--- src/rtl/lector_contadores.sv ---
// lector_contadores: sweeps NUM_CNT occupancy counters, snapshots each reply and flags missing replies
// clk/reset: system clock, synchronous active-high reset
// start: begin a sweep (accepted in IDLE only)
// data_in/valid_in: reply from the counter block; req/idx: query strobe and index held until reply
// data_out/idx_out/valid_out: one-cycle result strobe per index
// busy/done: sweep in progress / end-of-sweep pulse
// error: sticky timeout flag for the current or last sweep; snapshot: counts of the last sweep
module lector_contadores #(
   parameter int DATA_W  = 8,
   parameter int NUM_CNT = 5,
   parameter int TIMEOUT = 15
) (
   input  logic                      clk,
   input  logic                      reset,
   input  logic                      start,
   input  logic [DATA_W-1:0]         data_in,
   input  logic                      valid_in,
   output logic                      req,
   output logic [2:0]                idx,
   output logic [DATA_W-1:0]         data_out,
   output logic [2:0]                idx_out,
   output logic                      valid_out,
   output logic                      busy,
   output logic                      done,
   output logic                      error,
   output logic [NUM_CNT*DATA_W-1:0] snapshot
);
   localparam int TW = $clog2(TIMEOUT + 1);
   typedef enum logic [2:0] {IDLE, REQ, WAIT, NEXT, DONE} state_t;
   state_t state, state_n;
   logic [TW-1:0] tcnt;
   logic tout, last, fin;
   logic [DATA_W-1:0] cap;
   // tcnt holds the number of WAIT cycles already spent, so this is the TIMEOUT-th one
   assign tout = tcnt == TW'(TIMEOUT - 1);
   assign last = idx == 3'(NUM_CNT - 1);
   // a reply arriving on the expiring cycle still counts as a reply
   assign fin = state == WAIT && (valid_in || tout);
   assign cap = valid_in ? data_in : '0;
   assign req = state == REQ;
   assign busy = state != IDLE;
   assign done = state == DONE;
   always_comb begin
      state_n = state;
      case (state)
         IDLE:    state_n = start ? REQ : IDLE;
         REQ:     state_n = WAIT;
         WAIT:    state_n = (valid_in || tout) ? NEXT : WAIT;
         NEXT:    state_n = last ? DONE : REQ;
         DONE:    state_n = IDLE;
         default: state_n = IDLE;
      endcase
   end
   always_ff @(posedge clk) begin
      if (reset) begin
         state     <= IDLE;
         tcnt      <= '0;
         idx       <= '0;
         idx_out   <= '0;
         data_out  <= '0;
         valid_out <= 1'b0;
         error     <= 1'b0;
         snapshot  <= '0;
      end else begin
         state     <= state_n;
         valid_out <= fin;
         if (state == IDLE && start) error <= 1'b0;
         if (state == REQ) tcnt <= '0;
         else if (state == WAIT && tcnt != TW'(TIMEOUT)) tcnt <= tcnt + 1'b1;
         if (fin) begin
            data_out <= cap;
            idx_out  <= idx;
            error    <= error | ~valid_in;
            for (int i = 0; i < NUM_CNT; i++)
               if (idx == 3'(i)) snapshot[i*DATA_W +: DATA_W] <= cap;
         end
         if (state == NEXT && !last) idx <= idx + 3'd1;
         if (state == DONE || (state == IDLE && start)) idx <= '0;
      end
   end
endmodule

--- config.mk ---
export PLATFORM = sky130hd
export DESIGN_NAME = lector_contadores
export DESIGN_NICKNAME = d
export VERILOG_FILES = /design/src/rtl/lector_contadores.sv
export SDC_FILE = /design/constraint.sdc
export NUM_CORES = 1
export LEC_CHECK = 0
export ABC_AREA = 1
export BUFFER_PORTS_ARGS = -buffer_cell sky130_fd_sc_hd__buf_4
export CAP_MARGIN = 20
export CORE_MARGIN = 10
export CORE_UTILIZATION = 32
export CTS_CLUSTER_SIZE = 10
export DETAILED_ROUTE_END_ITERATION = 8
export PLACE_DENSITY = 0.63
export SLEW_MARGIN = 10
export SYNTH_ARGS = -nofsm -noshare
export SYNTH_HDL_FRONTEND = slang
export SYNTH_SLANG_ARGS = --single-unit
export TNS_END_PERCENT = 10
--- constraint.sdc ---
create_clock -name clk -period 1.4 [get_ports clk]
set_input_delay 0.28 -clock clk [delete_from_list [all_inputs] [get_ports clk]]
set_output_delay 0.28 -clock clk [all_outputs]
set_load 0.05 [all_outputs]
## Word-level counts from Yosys, hierarchy flattened

Cells that the tools add are included.

- Logic and storage cells: 51
- Output and inout port bits: 59
- Flip-flop bits (word level): 63
- Input bits: 12

- Bitwise operators: 2
- Add/sub/neg operators: 2
- Reduce and logical (&&, ||, !) cells: 18
- Equality and inequality tests: 10
- Muxes and demuxes: 7

Operators with widths:

| cell | number |
|---|---|
| $eq A3 B2 Y1 const B | 4 |
| $pmux W3 S4 | 1 |
| $reduce_and A2 Y1 | 5 |
| $mux W8 | 1 |
| $eq A3 B1 Y1 const B | 2 |
| $eq A3 B3 Y1 const B | 2 |
| $logic_not A3 Y1 | 2 |
| $add A4 B1 Y4 const B | 1 |
| $eq A4 B4 Y1 const B | 1 |
| $logic_and A1 B1 Y1 | 4 |
| $mux W1 | 4 |
| $ne A4 B4 Y1 const B | 1 |
| $reduce_or A2 Y1 | 2 |
| $add A3 B1 Y3 const B | 1 |
| $mux W3 | 1 |
| $reduce_bool A3 Y1 | 1 |
| $logic_or A1 B1 Y1 | 2 |
| $reduce_bool A2 Y1 | 1 |
| $logic_not A1 Y1 | 1 |
| $not A1 Y1 | 1 |
| $or A1 B1 Y1 | 1 |

## Longest topological paths before layout

Gate-level depths: netlist of the first run.

- Word-level depth: 4
- Gate-level depth with buffers: 9
- Mapped depth without buffers: 8

## Worst setup path before layout of the first run

No wires, ideal clock.

- Path type: register to register
- From: reg idx[0]
- To: reg snapshot[32]
- Stages on the path, launching flop included: 9
- Period minus slack after synthesis: 1.782 ns
- Path buffers: 0
- Slack: -0.382 ns
- Data required time: 1.290 ns
- Data arrival time: 1.672 ns
- Library setup time: 0.110 ns
- Cells stage by stage: dfxtp_1 > inv_1 > ha_1 > nand2_1 > clkinv_1 > nand3_4 > nand2_1 > inv_1 > nor2_1

- Word-level cells in the longest chain between the ends: 2

RTL lines:

| item | line | RTL |
|---|---|---|
| from (decl) | 19 | `output logic [2:0] idx,` |
| from (signal assigned) | 77 | `if (state == NEXT && !last) idx <= idx + 3'd1;` |
| $eq A3 B3 Y1 | 75 | `if (idx == 3'(i)) snapshot[i*DATA_W +: DATA_W] <= cap;` |
| $reduce_and A2 Y1 (no source line) | n/a |  |
| to (signal, indexed assignment) | 75 |  |
| to (decl) | 26 | `output logic [NUM_CNT*DATA_W-1:0] snapshot` |

No other way between the ends.
A chain may end at the register's enable or synchronous reset.

## Worst setup path after layout of the first run

- From: reg state[2]
- To: out req

- Word-level cells in the longest chain between the ends: 1

RTL lines:

| item | line | RTL |
|---|---|---|
| from (decl) | 30 | `state_t state, state_n;` |
| from (signal assigned) | 65 | `state <= state_n;` |
| $eq A3 B1 Y1 | 40 | `assign req = state == REQ;` |
| to (decl) | 18 | `output logic req,` |

No other way between the ends.

==> results.py, run 1 <==
metrics = {
    "synthesis": {
        "syn_area_per_cell_um2": 7.15,
        "yosysTopAreaCell": "dfxtp_1",
        "synth_area_mm2": 0.00324,
        "synth-seq-cells": 63,
        "synth_top_area_share": 0.389,
        "ys_top_cells_by_area": "dfxtp_1 (39%), nand2_1 (13%), inv_1 (11%)",
        "synth_fp_nets": 473,
        "yosys_warnings": 0,
        "ys_types": 27,
        "synthCells": 454,
        "synth_seq_area_share": 0.389,
    },
    "flow_run": {
        "drv_cap": 0,
    },
    "grt": {
        "grt_usage": 0.116,
        "grt_pass1_vias": 2781,
        "antenna_found_initial": 0,
        "grt_overflow": 0,
        "grt_pass1_wl_um": 13500,
        "grt_max_degree": 29,
    },
    "power_and_ir_drop": {
        "clkPwrFrac": 0.379,
        "fin_total_pwr_mw": 4.11,
        "ir_worst_vdd_uv": 443,
        "p_sw_mw": 1.16,
        "power_frac_seq": 0.453,
        "combPwrFrac": 0.167,
        "power.internal_mw": 2.94,
        "powerDensity_mw_per_mm2": 949,
        "switching_share": 0.284,
        "power.leakage_nw": 2.02,
    },
    "cts": {
        "tritoncts": "done",
        "clk_latency_ns": 0.33,
        "cts_root_buf": "clkbuf_8",
        "clk_pin_slew_ns": 0.07,
        "cts_buffers": 9,
        "cts_buffer_depth": 2,
        "cts_htree_levels": 3,
        "clock-sinks": 63,
    },
    "worst_setup_path": {
        "crit_top_cell": "inv_2",
        "critPathArrivalTime_ns": 1.10,
        "r2r-start": "tcnt[0]",
        "reg2reg_to": "snapshot[29]",
        "slowest_delay_ns": 0.33,
        "crit_path_max_fanout": 4,
        "crit_start": "state[2]",
        "worstSetupEndpointType": "output port",
        "cp.required_ns": 1.12,
        "r2r_slack_ns": 0.07,
        "crit_path_end": "req",
        "cp_slowest_cell": "dfxtp_1",
        "crit_chain": "inv_2 -> nand3_1 -> inv_2 -> buf_8",
        "ff2ff_path_depth": 9,
        "start_kind": "register",
        "path_class": "register to output port",
    },
    "route": {
        "ant_nets": 0,
        "drc": 0,
        "route.met3.wl_um": 517,
        "routed_via_density": 4.31,
        "met1_length_um": 3850,
        "drtPass1Iterations": 4,
        "vias": 2929,
        "drtIter0Drc": 186,
        "top_layer": "met4",
        "drt-total-wl_um": 8470,
        "wl_per_cell_um": 12.5,
        "met2_length_um": 3970,
    },
    "cells_and_area": {
        "post-route-util": 0.441,
        "nets": 561,
        "mostFrequentLayoutCell": "nand2_1",
        "drive_gt1_frac": 0.302,
        "finalInstanceArea_mm2": 0.00433,
        "antenna_cells": 0,
        "final_cell_mix": "nand2_1 (105), inv_1 (88), buf_4 (88), dfxtp_1 (57), nor2_1 (49)",
        "area_growth_pct": 33.4,
        "fin_cells": 680,
        "n_fill_cell": 1039,
    },
    "place": {
        "portBuffers": 70,
        "placed_area_mm2": 0.00394,
        "dp_hpwl_um": 6270,
        "place.gp.congestion": 0.873,
        "dp_cells": 649,
    },
    "sta": {
        "fin_skew_ns": 0.00714,
        "layout_min_cycle_time_ns": 1.38,
        "fmax_ghz": 0.723,
        "worst_pin_slew_ns": 0.349,
        "drv_slew": 0,
        "setup_viol": 0,
        "hold_viol_final": 0,
        "slew_headroom": 0.767,
        "post-route-period-util": 0.988,
        "grt_setup_unrepaired": "true",
        "fin_setup_tns_ns": 0,
    },
    "floorplanning": {
        "core.rowCount": 36,
        "dieArea_mm2": 0.0146,
        "coreArea_mm2": 0.00982,
        "design.portCount": 71,
        "chipWidth_um": 121,
        "die_h_um": 121,
        "initial_core_util": 0.330,
    },
    "worst_hold_path": {
        "holdCritStartpoint": "data_in[1]",
        "hold_class": "input port to register",
    },
    "status": {
        "status": "complete, no violations",
    },
}
==> registers in the layout (all words and copies together) (netlist names) <==
| name | cells |
|---|---|
| idx | 3 |
| snapshot | 40 |
| idx_out | 3 |
| state | 3 |
| data_out | 8 |
| tcnt | 4 |
| valid_out | 1 |
| error | 1 |
==> through the flow <==
step	worst slack, ns	hold slack, ns
after floorplan	-0.0425	0.358
after CTS	0.000314	0.221
after global placement	0.0748	0.461
final	0.0171	0.231
after global routing	-0.0382	0.229
after detailed placement	0.0243	0.462
==> worst max-delay path, delay by kind of cell, from the launching register on <==
family / cells / cell delay [ns]
simple gates: 1 / 0.11
buf+inv: 3 / 0.32
flops: 1 / 0.33
==> final cells by class <==
cell class	count	area, um2	share of cell area
Clock inverter	3	42.5	0.00983
Tap cell	133	166	0.0384
Sequential cell	63	1280	0.295
Inverter	100	383	0.0884
Multi-Input combinational cell	270	1470	0.340
Clock buffer	13	149	0.0344
Timing Repair Buffer	98	838	0.194
==> power groups by stage <==
stage | Clock (mW) | Combinational [mW] | Sequential [mW]
2_1_floorplan | 0 | 0.370 | 2.00
3_3_place_gp | 0 | 0.630 | 1.90
3_5_place_dp | 0 | 0.640 | 1.90
4_1_cts | 1.60 | 0.648 | 1.86
5_1_grt | 1.69 | 0.746 | 1.87
6_report | 1.56 | 0.688 | 1.86
==> layer usage <==
| metal | global-route usage | vias to the layer above |
|---|---|---|
| met1 | 0.139 | 1283 |
| met3 | 0.0358 | 8 |
| met4 | 0.0505 | 0 |
| met5 | 0 | - |
| li1 | - | 1564 |
| met2 | 0.186 | 74 |
==> cell families (layout without fill, tap and decap cells) <==
family | count (synthesis) | in the layout | share of synthesized area
buffers and inverters | 121 | 214 | 0.172
DFF | 63 | 63 | 0.389
and+or+nand+nor | 244 | 244 | 0.376
adders and majority gates | 7 | 7 | 0.0270
AOI/OAI and AO/OA | 18 | 18 | 0.0336
xor gates and xnor gates | 1 | 1 | 0.00270
==> synthesized netlist by cell type <==
library cell,instances
nand2_8,2
nand2_1,111
a21oi_1,13
buf_6,8
nand2_4,1
buf_2,4
nand3_1,15
nand3_4,6
nor3_1,1
buf_12,2
clkbuf_1,1
nand4_1,42
xor2_1,1
o21a_1,1
inv_2,4
nor2_2,1
a31oi_4,1
nand2_2,9
inv_1,95
dfxtp_1,63
buf_4,2
nor2_4,4
buf_1,4
clkinv_1,1
nor2_1,52
ha_1,7
o21ai_0,3
==> worst min path at each step <==
stage / endpoint / slack, ns / depth (start not counted)
after floorplan: state[2] / 0.36 / 1
after global placement: data_out[5] / 0.46 / 2
after detailed placement: data_out[4] / 0.46 / 2
after CTS: data_out[3] / 0.22 / 3
after global routing: data_out[7] / 0.23 / 3
final: data_out[1] / 0.23 / 3
==> timing repair <==
item | CTS | global route
pin swaps | 0 | 11
setup buffers | 0 | 15
hold endpoints to repair | 0 | 0
endpoints found under the setup margin | 3 | 45
resized for setup | 8 | 27
hold buffers | 0 | 0
No activity file was read; power rests on OpenSTA's default activity.
==> run 2: changes to the inputs <==
--- a/config.mk
+++ b/config.mk
@@ -12,7 +12,8 @@
 export CORE_UTILIZATION = 32
 export CTS_CLUSTER_SIZE = 10
 export DETAILED_ROUTE_END_ITERATION = 8
-export PLACE_DENSITY = 0.63
+export HOLD_SLACK_MARGIN = 0.1
+export PLACE_DENSITY = 0.61
 export SLEW_MARGIN = 10
 export SYNTH_ARGS = -nofsm -noshare
 export SYNTH_HDL_FRONTEND = slang
==> constraint.sdc (replaced) <==
create_clock -name clk -period 1.49 [get_ports clk]
set_input_delay 0.298 -clock clk [delete_from_list [all_inputs] [get_ports clk]]
set_output_delay 0.298 -clock clk [all_outputs]
set_load 0.05 [all_outputs]
==> results.py, run 2 (synthesis gave the netlist of run 1 again) <==
metrics = {
    "worst_setup_path": {
        "cp_slowest_cell": "dfxtp_4",
        "worstSetupEndpointType": "output port",
        "cpLargestDelayFamily": "flip-flops",
        "cp.required_ns": 1.19,
        "crit_path_max_fanout": 5,
        "crit_chain": "inv_1 -> nand3_1 -> inv_1 -> buf_6",
        "slowest_delay_ns": 0.37,
        "path_class": "register to output port",
        "crit_top_cell": "inv_1",
        "critPathArrivalTime_ns": 1.15,
        "start_kind": "register",
        "worst-path-buf-inv": 3,
    },
    "place": {
        "dp_hpwl_um": 6190,
        "place.gp.congestion": 0.756,
        "portBuffers": 70,
        "placed_area_mm2": 0.00387,
        "place_worst_setup_slack_ns": -0.00424,
        "dp_cells": 644,
    },
    "cells_and_area": {
        "area_growth_pct": 27.9,
        "drive_gt1_frac": 0.265,
        "top_regs": "snapshot (40), data_out (8), tcnt (4)",
        "finalInstanceArea_mm2": 0.00415,
        "post-route-util": 0.423,
        "n_fill_cell": 1078,
        "largest_reg_flops": 40,
        "fin_cells": 665,
        "final_cell_mix": "nand2_1 (107), inv_1 (93), buf_4 (76), dfxtp_1 (57), nor2_1 (52)",
        "largest-register": "snapshot",
        "mostFrequentLayoutCell": "nand2_1",
        "antenna_cells": 0,
        "nets": 546,
    },
    "grt": {
        "grt_pass1_wl_um": 13400,
        "grt_max_degree": 29,
        "grt_pass1_vias": 2638,
        "grt_overflow": 0,
        "grt_usage": 0.115,
        "antenna_found_initial": 0,
    },
    "sta": {
        "grt_setup_unrepaired": "true",
        "fmax_ghz": 0.692,
        "slew_headroom": 0.746,
        "drv_slew": 0,
        "worst_pin_slew_ns": 0.381,
        "setup_slack_ns": 0.0454,
        "layout_min_cycle_time_ns": 1.44,
        "post-route-period-util": 0.970,
        "setup_viol": 0,
        "hold_viol_final": 0,
        "fin_setup_tns_ns": 0,
        "fin_hold_ws_ns": 0.209,
        "fin_skew_ns": 0.00886,
    },
    "route": {
        "vias": 2897,
        "ant_nets": 0,
        "drc": 0,
        "drt-total-wl_um": 8430,
        "wl_per_cell_um": 12.7,
        "drtIter0Drc": 148,
        "drtPass1Iterations": 5,
        "routed_via_density": 4.36,
    },
    "flow_run": {
        "drv_cap": 0,
    },
    "floorplanning": {
        "chipWidth_um": 121,
        "coreArea_mm2": 0.00982,
        "dieArea_mm2": 0.0146,
        "design.portCount": 71,
        "initial_core_util": 0.330,
        "core.rowCount": 36,
        "die_h_um": 121,
    },
    "power_and_ir_drop": {
        "power.leakage_nw": 1.93,
        "fin_total_pwr_mw": 3.77,
        "power.internal_mw": 2.69,
        "powerDensity_mw_per_mm2": 910,
        "p_sw_mw": 1.09,
        "ir_worst_vdd_uv": 383,
        "power_frac_seq": 0.463,
        "switching_share": 0.288,
        "clkPwrFrac": 0.376,
        "combPwrFrac": 0.161,
    },
    "cts": {
        "cts_buffers": 9,
        "tritoncts": "done",
        "cts_root_buf": "clkbuf_8",
        "cts_htree_levels": 3,
        "clock-sinks": 63,
        "clk_latency_ns": 0.35,
        "cts_buffer_depth": 2,
        "clk_pin_slew_ns": 0.07,
    },
    "status": {
        "status": "complete, no violations",
    },
    "worst_hold_path": {
        "hold_class": "input port to register",
    },
}
==> run 2: per-layer routing <==
layer / share of wire / track usage
met1: 0.47 / 0.143
met2: 0.45 / 0.178
met3: 0.067 / 0.0382
met4: 0.017 / 0.0498
met5: 0 / 0
==> run 2: layout make-up <==
| type | count | area (um2) | share of cell area |
|---|---|---|---|
| clock inverter | 4 | 47.5 | 0.0115 |
| clock buffer | 12 | 135 | 0.0326 |
| tap | 133 | 166 | 0.0401 |
| multi-input combinational | 270 | 1450 | 0.349 |
| inverter | 100 | 378 | 0.0910 |
| timing repair buffer | 83 | 698 | 0.168 |
| sequential | 63 | 1280 | 0.308 |
==> run 2: final timing paths <==
| kind | start | end | slack [ns] | cells after the start |
|---|---|---|---|---|
| max | state[0] | done | 0.05 | 4 |
| min | reset | state[0] | 0.21 | 2 |
| max reg2reg | tcnt[0] | snapshot[12] | 0.09 | 9 |
| min reg2reg | data_out[0] | data_out[0] | 0.47 | 2 |
==> run 2: timing repair <==
action                                  4_1_cts  5_1_grt
buffers inserted                              0        4
pin swaps                                     0        5
endpoints found under the setup margin       11       44
hold buffers                                  0        0
gates cloned                                  0        1
resized for setup                             5       13
==> run 2: power by group through the flow <==
stage          Clock (mW)  Sequential, mW  Combinational (mW)
6_report             1.42            1.75               0.607
4_1_cts              1.47            1.75               0.592
5_1_grt              1.55            1.75               0.658
3_5_place_dp            0            1.78               0.586
2_1_floorplan           0            1.88               0.348
3_3_place_gp            0            1.78               0.581
